**config.mk**
```make
export PLATFORM = sky130hd
export DESIGN_NAME = hazard_ctrl
export DESIGN_NICKNAME = d
export VERILOG_FILES = /design/src/rtl/hazard_ctrl.sv
export SDC_FILE = /design/constraint.sdc
export NUM_CORES = 1
export LEC_CHECK = 0
export CAP_MARGIN = 20
export CORE_UTILIZATION = 25
export CTS_CLUSTER_DIAMETER = 60
export DETAILED_ROUTE_END_ITERATION = 12
export HOLD_SLACK_MARGIN = 0.05
export PLACE_DENSITY = 0.55
export SYNTH_ARGS = -nofsm -noshare
export SYNTH_HDL_FRONTEND = slang
export SYNTH_SLANG_ARGS = --single-unit
```
**constraint.sdc**
```tcl
create_clock -name clk -period 5.6 [get_ports clk]
set_input_delay 0.84 -clock clk [delete_from_list [all_inputs] [get_ports clk]]
set_output_delay 0.84 -clock clk [all_outputs]
set_load 0.01 [all_outputs]
```
**src/rtl/hazard_ctrl.sv**
```systemverilog
// hazard_ctrl: decode-stage interlock and forwarding controller.
// Compares decode sources with in-flight EX/MEM destinations to produce operand
// forward selects and freeze/bubble requests. It also times the multi-cycle
// MULT/DIV unit that guards HI/LO and keeps a saturating stall counter.
module hazard_ctrl #(
    parameter int MUL_CYCLES = 5,
    parameter int DIV_CYCLES = 32,
    parameter int CNT_W      = 32
) (
    input  logic             clk,
    input  logic             rst,
    input  logic [4:0]       id_rs,
    input  logic [4:0]       id_rt,
    input  logic             id_rs_used,
    input  logic             id_rt_used,
    input  logic             id_branch,
    input  logic             id_hilo_use,
    input  logic             ex_wr,
    input  logic [4:0]       ex_rd,
    input  logic             ex_load,
    input  logic             ex_md_start,
    input  logic             ex_md_div,
    input  logic             mem_wr,
    input  logic [4:0]       mem_rd,
    output logic [1:0]       fwd_a,
    output logic [1:0]       fwd_b,
    output logic             stall,
    output logic             bubble,
    output logic             md_busy,
    output logic             md_done,
    output logic [CNT_W-1:0] stall_cnt
);

    localparam int MD_MAX = (MUL_CYCLES > DIV_CYCLES) ? MUL_CYCLES : DIV_CYCLES;
    localparam int MD_W   = $clog2(MD_MAX + 1);

    localparam logic [MD_W-1:0] MUL_LOAD = MD_W'(MUL_CYCLES);
    localparam logic [MD_W-1:0] DIV_LOAD = MD_W'(DIV_CYCLES);
    localparam logic [MD_W-1:0] MD_LAST  = MD_W'(1);

    localparam logic [0:0] S_RUN = 1'b0;
    localparam logic [0:0] S_MD  = 1'b1;

    localparam logic [1:0] SEL_GPR = 2'd0;
    localparam logic [1:0] SEL_EX  = 2'd1;
    localparam logic [1:0] SEL_MEM = 2'd2;

    logic [0:0]      state;
    logic [MD_W-1:0] md_cnt;

    logic ex_hit_a;
    logic ex_hit_b;
    logic mem_hit_a;
    logic mem_hit_b;
    logic load_use;
    logic branch_hz;
    logic hilo_hz;

    // A source hits a stage only if it is read, is not $zero, and the stage writes it.
    function automatic logic src_hit(input logic [4:0] src, input logic used,
                                     input logic wr, input logic [4:0] rd);
        return used && (src != 5'd0) && wr && (rd == src);
    endfunction

    // EX wins over MEM; a load in EX has no result yet, so it falls through to MEM/GPR.
    function automatic logic [1:0] fwd_sel(input logic ex_hit, input logic mem_hit,
                                           input logic is_load);
        if (ex_hit && !is_load) begin
            return SEL_EX;
        end else if (mem_hit) begin
            return SEL_MEM;
        end
        return SEL_GPR;
    endfunction

    // Hazard detection and forward selection are purely combinational.
    always_comb begin
        ex_hit_a  = src_hit(id_rs, id_rs_used, ex_wr, ex_rd);
        ex_hit_b  = src_hit(id_rt, id_rt_used, ex_wr, ex_rd);
        mem_hit_a = src_hit(id_rs, id_rs_used, mem_wr, mem_rd);
        mem_hit_b = src_hit(id_rt, id_rt_used, mem_wr, mem_rd);

        fwd_a = fwd_sel(ex_hit_a, mem_hit_a, ex_load);
        fwd_b = fwd_sel(ex_hit_b, mem_hit_b, ex_load);

        // Branches resolve in decode, so any EX producer must move to MEM first.
        load_use  = ex_load && (ex_hit_a || ex_hit_b);
        branch_hz = id_branch && (ex_hit_a || ex_hit_b);
        hilo_hz   = id_hilo_use && md_busy;

        stall  = load_use || branch_hz || hilo_hz;
        bubble = stall;
    end

    assign md_busy = (state == S_MD);

    // MULT/DIV busy timer; md_done pulses in the cycle after the last busy cycle.
    always_ff @(posedge clk) begin
        if (!rst) begin
            state   <= S_RUN;
            md_cnt  <= '0;
            md_done <= 1'b0;
        end else begin
            md_done <= 1'b0;
            case (state)
                S_RUN: begin
                    if (ex_md_start) begin
                        state  <= S_MD;
                        md_cnt <= ex_md_div ? DIV_LOAD : MUL_LOAD;
                    end
                end
                default: begin
                    if (md_cnt != '0) begin
                        md_cnt <= md_cnt - MD_LAST;
                    end
                    if (md_cnt <= MD_LAST) begin
                        state   <= S_RUN;
                        md_done <= 1'b1;
                    end
                end
            endcase
        end
    end

    // Saturating count of stalled cycles.
    always_ff @(posedge clk) begin
        if (!rst) begin
            stall_cnt <= '0;
        end else if (stall && (stall_cnt != {CNT_W{1'b1}})) begin
            stall_cnt <= stall_cnt + CNT_W'(1);
        end
    end

endmodule

```
==> flow_summary_export.csv <==
group,metric,value,unit
status,run_status,"completed",
synth,synth_compound_area_frac,0.183,
synth,syn_nets,327,
synth,synthArstFlopShare,0,
critical_path,rr_endpoint,"stall_cnt[9]$_SDFFE_PN0P_",
cells_and_area,drive_gt1_frac,0.0724,
synth,yosys.area_share.simple,0.301,
sta,min_period,3.95,ns
synth,synth_edf_count,0,
synth,ys_warn_count,0,
critical_path,critical_path.endpoint_type,"output port",
synth,synth_seq_cells,40,
cells_and_area,num_antenna_cells,0,
grt,grtUsageTotal,0.126,
sta,hold_viol_final,0,
critical_path,required,4.76,ns
min_path,worstHoldEndpoint,"stall_cnt[17]$_SDFFE_PN0P_",
cells_and_area,layout_commonest_cell,"clkdlybuf4s50_1",
cells_and_area,synthToLayoutAreaGrowth,36.7,%
clocking,cts.repair.resized,0,
clocking,post_cts_buffers,0,
run,drv_cap,0,
floorplanning,die_y,102,microns
grt,overflow,0,
sta,setup_viol,0,
routing,ant_nets,0,
routing,detail_route.vias_per_cell,4.84,
power,power_density,194,nW/um^2
synth,ys_seq_area_frac,0.320,
cells_and_area,final_core_util,0.352,
power,p_leak,1.11,nW
min_path,hold_class,"reg -> reg",
synth,synth_flop_cell,"dfxtp_1",
synth,avgSynthCellArea,8.55,sq um
clocking,cts_buffer_depth,2,
cells_and_area,final_cell_mix,"clkdlybuf4s50_1, dfxtp_1, nand2_1",
routing,drt_first_iter_violations,52,
floorplanning,rows,36,
grt,grt_pass1_wl,10.3,mm
min_path,min_delay_path_depth,2,
routing,finalWirelength,6.26,mm
synth,synth_top_family_by_area,"simple AND/OR/NAND/NOR gates",
routing,first_pass_iters,4,
critical_path,path_class,"in -> out",
synth,yosys.area_share.xor_xnor,0.108,
floorplanning,ioPinCount,71,
clocking,path_clk_slew,0.08,ns
floorplanning,dieArea,10400,sq um
clocking,h-tree-depth,2,
routing,drc_errors,0,
cells_and_area,layoutNonFillerInstCount,492,
critical_path,reg2reg_slack,3.06,ns
critical_path,critical_path_arrival,3.11,ns
synth,synthAdderAreaFrac,0.0150,
clocking,cts.sinks,40,
clocking,numCtsBuffers,5,
grt,grt_pass1_vias,2242,
floorplanning,die_w,102,microns
min_path,hp-start,"stall_cnt[17]$_SDFFE_PN0P_",
floorplanning,initial_core_util,0.258,
power,vdd_drop_max,148,uV
clocking,clock-root-buffer,"clkbuf_8",
critical_path,r2r-start,"stall_cnt[7]$_SDFFE_PN0P_",
placement,port-buffer-count,70,
cells_and_area,final_nets,392,
grt,antenna_found_initial,0,
floorplanning,core_area,9730,sq um
critical_path,worst-path-max-fanout,5,
critical_path,cp-start-kind,"primary input",
sta,finalMaxSlewViolations,0,
placement,place_worst_setup_slack,1.66,ns
synth,synth_cells,293,
routing,num_vias,2380,
placement,dp_cells,484,
sta,period_share,0.705,
placement,gp_congestion,0.807,
sta,fin_skew,0.0100,ns
sta,worst-slew-pin-transition,0.758,ns
synth,synth_area,2510,sq um
clocking,clkLatencyLatePin,0.30,ns
synth,muxShareOfSynthArea,0.0240,
clocking,tritoncts,"built",
synth,ys_types,54,
sta,fmax,253,MHz
clocking,hold_buffers,0,
sta,rsz0062_at_grt,"no",
placement,hpwlAfterDp,4.71,mm
sta,layout_setup_ws,1.65,ns
routing,wl_per_cell,12.7,microns
grt,grt_max_degree,53,
sta,fin_setup_tns,0,ns
sta,slew_headroom,0.491,
critical_path,reg2reg_depth,7,
logic make-up after synthesis:
kind of cell    Yosys count
simple gates            127
xor+xnor                 31
flops                    40
fa+ha+maj                 3
buf+inv                  28
mux                       6
compound gates           58
final cells by class:
type / instances / area, sq um
fill: 1048 / 6300
multi-input combinational: 225 / 1580
sequential: 40 / 801
timing repair buffer: 71 / 708
tap: 133 / 166
clock buffer: 5 / 68.8
inverter: 15 / 56.3
clock inverter: 3 / 42.5
synthesized netlist by cell type (6+ instances only):
cell type,number,area [sq um]
nor2_1,14,52.6
mux2i_1,6,60.1
nand4_1,8,50.1
and2_1,13,81.3
nand2b_1,9,56.3
o21ai_0,14,70.1
nor4_1,9,56.3
or3_1,7,43.8
xnor2_1,18,158
inv_1,15,56.3
nand2_1,22,82.6
nand3_1,14,70.1
xor2_1,13,114
nor3_1,8,40.0
dfxtp_1,40,801
clkbuf_1,8,30.0
where the power goes:
group | leakage [nW] | internal (W) | switching, W | total [W]
clock network | 0.0541 | 0.000132 | 0.000111 | 0.000243
registers | 0.323 | 0.000293 | 0.00000869 | 0.000301
logic | 0.728 | 0.0000602 | 0.0000615 | 0.000122
total | 1.11 | 0.000485 | 0.000181 | 0.000666
critical path, cell delays in order:
cell and delay (ns):
clkdlybuf4s50_1 0.56, xnor2_1 0.14, nand4_1 0.15, nor3_2 0.40, nor2_1 0.09, o21bai_1 0.31
clkdlybuf4s50_1 0.61
registers in the layout, indices dropped and copies added (netlist names):
register   count
stall_cnt     32
md_cnt         6
md_busy        1
md_done        1
metrics by stage:
stage               hold WS, ns  cell area (sq um)  total power [W]
floorplan                 0.480               2510         0.000381
CTS                       0.500               3430         0.000676
detailed placement        0.490               3310         0.000429
global placement          0.479               3310         0.000428
finish                    0.496               3430         0.000666
global route              0.535               3430         0.000701
worst max path at each step:
stage,slack [ns],cells past startpoint,end,from
after floorplan,2.68,6,stall,id_rt[2]
after global placement,1.68,7,stall,id_rt[2]
after detailed placement,1.66,7,stall,id_rt[4]
after CTS,1.64,7,stall,id_rt[4]
after global routing,1.50,7,stall,id_rt[4]
final,1.65,7,stall,id_rt[4]
metal layers:
layer	vias up	global-route usage	wire [microns]
met5	-	0	0
met4	0	0.0440	97
met3	6	0.0376	419
met2	74	0.213	2830
met1	1111	0.152	2920
li1	1189	-	-
Power figures use the tool's default switching activity.
